[src/rtl/rc_req_gen_if.sv]
// Bundle of flit header, allocator handshake, stage-2 result and
// statistics signals around one router request generator.
// master: the upstream/allocator side; slave: rc_req_gen itself.
interface rc_req_gen_if;
    logic        in_valid;
    logic [2:0]  in_dst_x;
    logic [2:0]  in_dst_y;
    logic [3:0]  in_dcnt;
    logic        in_ready;
    logic        stall;
    logic [3:0]  req;
    logic        req_valid;
    logic [4:0]  alloc;
    logic        out_valid;
    logic [4:0]  out_port;
    logic [3:0]  out_dcnt;
    logic        out_defl;
    logic        stat_clr;
    logic [15:0] defl_total;
    logic        err_noport;

    modport master (
        output in_valid, in_dst_x, in_dst_y, in_dcnt, stall, alloc, stat_clr,
        input  in_ready, req, req_valid, out_valid, out_port, out_dcnt,
               out_defl, defl_total, err_noport
    );

    modport slave (
        input  in_valid, in_dst_x, in_dst_y, in_dcnt, stall, alloc, stat_clr,
        output in_ready, req, req_valid, out_valid, out_port, out_dcnt,
               out_defl, defl_total, err_noport
    );
endinterface

[src/rtl/rc_req_gen.sv]
// Two-stage route computation for a deflection router.
// Stage 1 turns the header destination into a productive-port request;
// stage 2 latches the port the allocator granted, flags deflections,
// bumps the deflection count and keeps deflection/no-port statistics.
// Port bit order: 0 N, 1 E, 2 S, 3 W, 4 Local.
module rc_req_gen #(
    parameter logic [2:0] LOCAL_X = 3'd0,
    parameter logic [2:0] LOCAL_Y = 3'd0
) (
    input logic         clk,
    input logic         rst_n,
    rc_req_gen_if.slave bus
);

    localparam int unsigned WIDTH_PV = 4;
    localparam int unsigned NUM_PORT = 5;
    localparam logic [NUM_PORT-1:0] EJECT_PORT = 5'b10000;
    localparam logic [3:0]          DCNT_MAX   = 4'hF;
    localparam logic [15:0]         TOTAL_MAX  = 16'hFFFF;

    // Stage-1 state
    logic [WIDTH_PV-1:0] req_q;
    logic                req_valid_q;
    logic                eject_q;
    logic [3:0]          dcnt_q;

    // Stage-2 state
    logic                out_valid_q;
    logic [NUM_PORT-1:0] out_port_q;
    logic [3:0]          out_dcnt_q;
    logic                out_defl_q;

    // Statistics
    logic [15:0]         defl_total_q;
    logic                err_noport_q;

    // Combinational results
    logic [WIDTH_PV-1:0] route_req;
    logic                route_eject;
    logic [NUM_PORT-1:0] grant;
    logic [3:0]          dcnt_inc;
    logic                nxt_valid;
    logic [NUM_PORT-1:0] nxt_port;
    logic [3:0]          nxt_dcnt;
    logic                nxt_defl;
    logic                nxt_drop;

    // Dimension comparison of the destination against this router.
    always_comb begin
        // NOTE: every always_comb output gets a default first so no path
        // can leave it unassigned and infer a latch.
        route_req   = '0;
        route_eject = 1'b0;
        if (bus.in_dst_y > LOCAL_Y) route_req[0] = 1'b1;  // N
        if (bus.in_dst_x > LOCAL_X) route_req[1] = 1'b1;  // E
        if (bus.in_dst_y < LOCAL_Y) route_req[2] = 1'b1;  // S
        if (bus.in_dst_x < LOCAL_X) route_req[3] = 1'b1;  // W
        if (bus.in_dst_x == LOCAL_X && bus.in_dst_y == LOCAL_Y) route_eject = 1'b1;
    end

    // Stage 1: capture request, eject flag and count of an accepted header.
    always_ff @(posedge clk) begin
        // NOTE: sequential state uses non-blocking assignments so every
        // register samples pre-edge values regardless of statement order.
        if (!rst_n) begin
            req_q       <= '0;
            req_valid_q <= 1'b0;
            eject_q     <= 1'b0;
            dcnt_q      <= '0;
        end else if (!bus.stall) begin
            req_valid_q <= bus.in_valid;
            if (bus.in_valid) begin
                req_q   <= route_req;
                eject_q <= route_eject;
                dcnt_q  <= bus.in_dcnt;
            end else begin
                req_q   <= '0;
                eject_q <= 1'b0;
            end
        end
    end

    // Multi-hot grants collapse to their highest set bit.
    always_comb begin
        grant = '0;
        for (int i = 0; i < NUM_PORT; i++) begin
            if (bus.alloc[i]) begin
                grant    = '0;
                grant[i] = 1'b1;
            end
        end
    end

    assign dcnt_inc = (dcnt_q == DCNT_MAX) ? DCNT_MAX : dcnt_q + 4'd1;

    // Stage-2 next values: eject, drop on missing grant, or productive/deflected.
    always_comb begin
        nxt_valid = 1'b0;
        nxt_port  = '0;
        nxt_dcnt  = '0;
        nxt_defl  = 1'b0;
        nxt_drop  = 1'b0;
        if (req_valid_q) begin
            if (eject_q) begin
                nxt_valid = 1'b1;
                nxt_port  = EJECT_PORT;
                nxt_dcnt  = dcnt_q;
            end else if (grant == '0) begin
                nxt_drop  = 1'b1;
            end else begin
                nxt_valid = 1'b1;
                nxt_port  = grant;
                nxt_defl  = ((grant & {1'b0, req_q}) == '0);
                nxt_dcnt  = nxt_defl ? dcnt_inc : dcnt_q;
            end
        end
    end

    // Stage 2: register the routed flit on every non-stalled edge.
    always_ff @(posedge clk) begin
        if (!rst_n) begin
            out_valid_q <= 1'b0;
            out_port_q  <= '0;
            out_dcnt_q  <= '0;
            out_defl_q  <= 1'b0;
        end else if (!bus.stall) begin
            out_valid_q <= nxt_valid;
            out_port_q  <= nxt_port;
            out_dcnt_q  <= nxt_dcnt;
            out_defl_q  <= nxt_defl;
        end
    end

    // Saturating deflection counter, counted as each deflected flit is
    // registered; a clear wins over a same-edge increment.
    always_ff @(posedge clk) begin
        if (!rst_n) begin
            defl_total_q <= '0;
        end else if (bus.stat_clr) begin
            defl_total_q <= '0;
        end else if (!bus.stall && nxt_defl && defl_total_q != TOTAL_MAX) begin
            defl_total_q <= defl_total_q + 16'd1;
        end
    end

    // Sticky flag for a live non-eject flit that received no grant.
    always_ff @(posedge clk) begin
        if (!rst_n) begin
            err_noport_q <= 1'b0;
        end else if (!bus.stall && nxt_drop) begin
            err_noport_q <= 1'b1;
        end
    end

    assign bus.in_ready   = ~bus.stall;
    assign bus.req        = req_q;
    assign bus.req_valid  = req_valid_q;
    assign bus.out_valid  = out_valid_q;
    assign bus.out_port   = out_port_q;
    assign bus.out_dcnt   = out_dcnt_q;
    assign bus.out_defl   = out_defl_q;
    assign bus.defl_total = defl_total_q;
    assign bus.err_noport = err_noport_q;

endmodule

[src/flat_wrapper.sv]
// flat-port wrapper written by rule: the top's interface ports become plain ports
module rc_req_gen_flat 
#(
    parameter logic [2:0] LOCAL_X = 3'd0,
    parameter logic [2:0] LOCAL_Y = 3'd0
)
  (clk, rst_n, bus_in_valid, bus_in_dst_x, bus_in_dst_y, bus_in_dcnt, bus_stall, bus_alloc, bus_stat_clr, bus_in_ready, bus_req, bus_req_valid, bus_out_valid, bus_out_port, bus_out_dcnt, bus_out_defl, bus_defl_total, bus_err_noport);
  rc_req_gen_if bus_i ();
  input logic clk;
  input logic rst_n;
  input wire logic [$bits(bus_i.in_valid)-1:0] bus_in_valid;
  input wire logic [$bits(bus_i.in_dst_x)-1:0] bus_in_dst_x;
  input wire logic [$bits(bus_i.in_dst_y)-1:0] bus_in_dst_y;
  input wire logic [$bits(bus_i.in_dcnt)-1:0] bus_in_dcnt;
  input wire logic [$bits(bus_i.stall)-1:0] bus_stall;
  input wire logic [$bits(bus_i.alloc)-1:0] bus_alloc;
  input wire logic [$bits(bus_i.stat_clr)-1:0] bus_stat_clr;
  output wire logic [$bits(bus_i.in_ready)-1:0] bus_in_ready;
  output wire logic [$bits(bus_i.req)-1:0] bus_req;
  output wire logic [$bits(bus_i.req_valid)-1:0] bus_req_valid;
  output wire logic [$bits(bus_i.out_valid)-1:0] bus_out_valid;
  output wire logic [$bits(bus_i.out_port)-1:0] bus_out_port;
  output wire logic [$bits(bus_i.out_dcnt)-1:0] bus_out_dcnt;
  output wire logic [$bits(bus_i.out_defl)-1:0] bus_out_defl;
  output wire logic [$bits(bus_i.defl_total)-1:0] bus_defl_total;
  output wire logic [$bits(bus_i.err_noport)-1:0] bus_err_noport;
  assign bus_i.in_valid = bus_in_valid;
  assign bus_i.in_dst_x = bus_in_dst_x;
  assign bus_i.in_dst_y = bus_in_dst_y;
  assign bus_i.in_dcnt = bus_in_dcnt;
  assign bus_i.stall = bus_stall;
  assign bus_i.alloc = bus_alloc;
  assign bus_i.stat_clr = bus_stat_clr;
  assign bus_in_ready = bus_i.in_ready;
  assign bus_req = bus_i.req;
  assign bus_req_valid = bus_i.req_valid;
  assign bus_out_valid = bus_i.out_valid;
  assign bus_out_port = bus_i.out_port;
  assign bus_out_dcnt = bus_i.out_dcnt;
  assign bus_out_defl = bus_i.out_defl;
  assign bus_defl_total = bus_i.defl_total;
  assign bus_err_noport = bus_i.err_noport;
  rc_req_gen #(.LOCAL_X(LOCAL_X), .LOCAL_Y(LOCAL_Y)) u_core (.clk(clk), .rst_n(rst_n), .bus(bus_i));
endmodule
[config.mk]
export PLATFORM = sky130hd
export DESIGN_NAME = rc_req_gen_flat
export DESIGN_NICKNAME = d
export VERILOG_FILES = /design/src/rtl/rc_req_gen_if.sv /design/src/rtl/rc_req_gen.sv /design/src/flat_wrapper.sv
export SDC_FILE = /design/constraint.sdc
export NUM_CORES = 1
export LEC_CHECK = 0
export CAP_MARGIN = 20
export CORE_ASPECT_RATIO = 1.25
export CORE_MARGIN = 1
export CORE_UTILIZATION = 51
export DETAILED_ROUTE_END_ITERATION = 8
export PLACE_DENSITY = 0.88
export SETUP_SLACK_MARGIN = 0.1
export SLEW_MARGIN = 20
export SYNTH_ARGS = -nofsm -noshare
export SYNTH_HDL_FRONTEND = slang
export SYNTH_SLANG_ARGS = --single-unit
export TNS_END_PERCENT = 1
[constraint.sdc]
create_clock -name clk -period 4 [get_ports clk]
set_input_delay 0.8 -clock clk [delete_from_list [all_inputs] [get_ports clk]]
set_output_delay 0.8 -clock clk [all_outputs]
set_load 0.02 [all_outputs]
Word-level counts from Yosys, hierarchy flattened
Index checks and enable logic that the tools add are counted.
{"block": "totals", "elab_cells": 61, "out_inout_bits": 34, "input_bits": 20, "ff_bits": 38}
{"block": "op_classes", "addsub": 2, "n_reduce_logical": 11, "bitwise": 3, "magnitude_cmp": 4, "n_eq_ne": 2, "mux": 29}
{"cell": "2-to-1 mux 4 bit", "count": 7}
{"cell": "2-to-1 mux 5 bit", "count": 4}
{"cell": "adder 16 x 1 -> 16 bit, second input constant", "count": 1}
{"cell": "2-to-1 mux 1 bit", "count": 16}
{"cell": "!= test 16 bit, second input constant", "count": 1}
{"cell": "zero test 5 bit", "count": 2}
{"cell": "greater-than comparator 3 x 1 -> 1 bit, second input constant", "count": 2}
{"cell": "zero test 3 bit", "count": 2}
{"cell": "< comparator 3 x 1 -> 1 bit, second input constant", "count": 2}
{"cell": "AND 5 x 4 -> 5 bit", "count": 1}
{"cell": "adder 4 x 1 -> 4 bit, second input constant", "count": 1}
{"cell": "== test 4 bit, second input constant", "count": 1}
{"cell": "logical AND 1 bit", "count": 4}
{"cell": "2-to-1 mux 3 bit", "count": 1}
{"cell": "2-to-1 mux 2 bit", "count": 1}
{"cell": "NOT 1 bit", "count": 2}
{"cell": "AND reduction 2 bit", "count": 1}
{"cell": "OR reduction 2 bit", "count": 1}
{"cell": "zero test 1 bit", "count": 1}

Depth between registers and ports, before layout
{"block": "logic_depth", "word_depth": 12, "ltp_mapped": 5, "ltp_nobuf": 5}

Least setup slack after synthesis
OpenSTA, ideal clock, no wires.
{"block": "synth_path", "path_type": "input to output", "start": "input port bus_stall", "end": "output port bus_in_ready", "slack_ps": 1712, "t_required_ps": 3200, "path_stages": 3, "arrival_ps": 1488, "n_path_buf": 2, "cell_sequence": "clkbuf_1 buf_1 inv_1"}
{"block": "synth_via", "elab_chain_len": 1}
{"element": "start, declared", "line": "flat_wrapper.sv:15", "text": "input wire logic [$bits(bus_i.stall)-1:0] bus_stall;"}
{"element": "NOT 1 bit", "line": "rc_req_gen.sv:155", "text": "assign bus.in_ready = ~bus.stall;"}
{"element": "end, declared", "line": "flat_wrapper.sv:18", "text": "output wire logic [$bits(bus_i.in_ready)-1:0] bus_in_ready;"}
No other way between the ends.

Worst setup path in the final report
Ends and elaborated chain as after synthesis.

==> results.txt <==
----------------------------------------------------
[Run status]
  Status ... complete, but fails checks
  Violated checks ... DRC

[STA]
  Slew Viols, Final ... 0
  Setup slack after layout ... 1.11 ns
  Maximum clock skew at final layout ... 0.00733 ns
  Final hold violation count ... 0
  Maximum clock frequency ... 0.346 GHz
  Final worst path period share ... 72.3%
  Setup tns final ... 0 ns
  Transition time at the pin with the least slew margin ... 0.716 ns
  Final setup violation count ... 0
  Slew margin rel. ... 52.2%
  Tmin final ... 2.89 ns
  RSZ-0062 raised after global routing ... false

[Global route]
  Met3 usage ... 6.03%
  Overflow left after global routing ... 0
  Antenna violations before repair ... 0
  Wire length of the first global-routing pass ... 7420 um
  GR Layer Usage met2 ... 40.7%
  Maximum number of pins on one net before global-route repair ... 23
  Vias in the first global route ... 1719
  GRT busiest layer ... met2
  Global Route Usage Sum ... 23.1%
  Grt met1 use ... 26.0%

[Synth]
  Post-synthesis instance total ... 231
  Yosys Warn Count ... 0
  Fraction of registers with async set or reset after synthesis ... 0%
  Library cell with the largest summed area after synthesis ... dfxtp_1
  Sequential share of the synthesized area ... 37.0%
  Number of distinct library cells after synthesis ... 44
  Avg Cell Area, Syn ... 8.44 um^2
  Mapped cell area ... 1950 um^2
  Proportion of netlist area held by the largest area contributor ... 37.0%
  Post-synthesis sequential element count ... 36
  Dominant register cell in the synthesized netlist ... dfxtp_1
  Main area contributors after synthesis ... dfxtp_1, mux2i_1, nor2b_1
  Count of flip-flops with a built-in enable after synthesis ... 0

[Layout]
  Layout-stage area growth over the synthesis result ... 30.8%
  Layout net count ... 301
  Commonest cells after routing, fill and taps aside ... clkdlybuf4s50_1, dfxtp_1, nand2_1
  Ant diodes ... 0
  Finished Core Util ... 71.4%
  Leading cell type in the layout, fill and taps excluded ... clkdlybuf4s50_1
  Share of final-layout standard cells stronger than drive strength 1 ... 5.36%

[Power]
  Worst vdd rail ir drop ... 146 uV
  Pwr/cell area ... 281 nW/um^2
  Power after layout ... 0.717 mW
  Leakage power total ... 0.811 nW

[CTS]
  Clock Latency Late Sink ... 0.29 ns
  Number of instances resized during post-cts repair ... 0
  Setup fix buffers added after clock tree synthesis ... 0
  CTS tree ... yes
  Clock sink count ... 36
  Clock edge transition at the registers on the reported setup and hold paths ... 0.07 ns
  Clock tree root buffer cell ... clkbuf_8
  H-Tree Level Count ... 2
  Inserted Clock Buffers ... 5
  Maximum number of buffers from clock root to sink ... 2
  CTS Hold Bufs ... 0

[Worst setup path]
  Crit path cell chain ... clkdlybuf4s50_1, inv_1, clkdlybuf4s50_1
  Critical Path Slowest Stage Cell ... clkdlybuf4s50_1
  Worst-path fanout max ... 6
  CP Buf/Inv Count ... 3
  Worst stage delay on the critical path ... 0.60 ns
  Path type of the worst setup path ... input port to output pin
  Critical register-to-register path startpoint ... u_core.bus.defl_total[0]$_SDFFE_PP0P_
  Cell class contributing the biggest share of worst-path delay ... buffers and inverters
  Crit path capture type ... output pin
  CP startpoint ... bus_stall
  Arrival time at the worst endpoint ... 2.09 ns
  CP Data Required Time ... 3.20 ns
  Most frequent cell on the critical path ... clkdlybuf4s50_1
  Critical Path Source Type ... input port

[Routing]
  Avg WL per Cell ... 14.5 um
  Remaining design rule violation count ... 1
  Count of TritonRoute iterations in the first routing pass ... 6
  Vias per cell ... 6.02
  Number of design-rule violations left by the first detailed-router iteration ... 118
  Number of nets with antenna violations after routing ... 0
  Sum of routed wire length over all layers ... 4620 um
  Total via count in the routed design ... 1919

[Place]
  Final HPWL from detailed placement ... 3330 um
  Worst setup timing slack at the placement stage ... 1.10 ns
  GPL Wtd Cong ... 0.830
  Quantity of I/O buffers inserted on ports ... 51

[Die]
  Die footprint ... 4070 um^2
  Height of the die ... 71.1 um
  Core area ... 3570 um^2
  Horizontal die dimension ... 57.3 um
  Number of top-level pins ... 54
  Number of rows in the core area ... 24
  Initial core utilization ... 54.6%

[Job]
  Max-cap violations ... 0

[Worst hold path]
  Origin of the worst min-delay path ... u_core.bus.out_port[4]$_SDFFE_PN0N_
  Hold Path Class ... register to register

----------------------------------------------------
## synth_stat cells (3+ instances only)
library cell	number
a21boi_0	5
a21oi_1	13
a31oi_1	3
a32oi_1	4
and3_1	4
buf_2	3
buf_4	3
clkbuf_1	5
dfxtp_1	36
inv_1	4
mux2i_1	12
nand2_1	23
nand2b_1	11
nand3_1	12
nand3b_1	3
nand4_1	4
nor2_1	6
nor2b_1	16
nor3_1	10
nor4_1	11
o21ai_0	7
o31ai_1	3
or4_1	5
## registers in the layout, indices dropped and copies added, names as in the netlist
| register | count |
|---|---|
| u_core.bus.out_defl | 1 |
| u_core.bus.out_port | 5 |
| u_core.bus.defl_total | 16 |
| u_core.dcnt_q | 4 |
| u_core.bus.err_noport | 1 |
| u_core.bus.out_valid | 1 |
| u_core.bus.req | 2 |
| u_core.bus.out_dcnt | 4 |
| u_core.eject_q | 1 |
| u_core.bus.req_valid | 1 |
## worst paths after layout
kind | endpoint | slack (ns) | depth (start not counted)
setup / recovery | bus_in_ready | 1.11 | 3
hold / removal | u_core.bus.out_port[4]$_SDFFE_PN0N_ | 0.50 | 2
setup reg to reg | u_core.bus.defl_total[4]$_SDFFE_PP0P_ | 2.10 | 5
hold reg to reg | u_core.bus.out_port[4]$_SDFFE_PN0N_ | 0.50 | 2
## cells by family after synthesis
logic type / share of synthesized area [%]
buf+inv: 4.62
flops: 37.0
other cells: 0.192
simple gates: 36.2
mux: 6.16
fa+ha+maj: 1.28
compound gates: 14.6
## layer usage
layer	share of wire [%]	wire length [um]
met5	0	0
met4	1.5	69
met3	6.5	302
met1	42	1950
met2	50	2290
## worst min-delay path: cells and delay by family (launching register included)
kind            cells  cell delay (ns)
flops               1             0.32
simple gates        1             0.06
compound gates      1             0.06
## report_power, final
part           total [mW]  switching, mW  internal, mW
sequential          0.369        0.00543         0.364
clock               0.269          0.129         0.141
combinational      0.0791         0.0386        0.0406
total               0.717          0.173         0.545
## stage by stage
step,hold WS (ns),instances,area (um^2)
2_1_floorplan,0.525,232,1950
3_3_place_gp,0.472,311,2460
3_5_place_dp,0.483,311,2460
4_1_cts,0.496,319,2550
5_1_grt,0.513,319,2550
6_report,0.496,319,2550
## cell type report
type                       instances  area, um^2
sequential                        36         721
multi-input combinational        178        1140
tap                               39        48.8
fill                             292        1020
clock buffer                       8        90.1
timing repair buffer              54         533
inverter                           4        15.0
No activity file was read; power rests on OpenSTA's default activity.
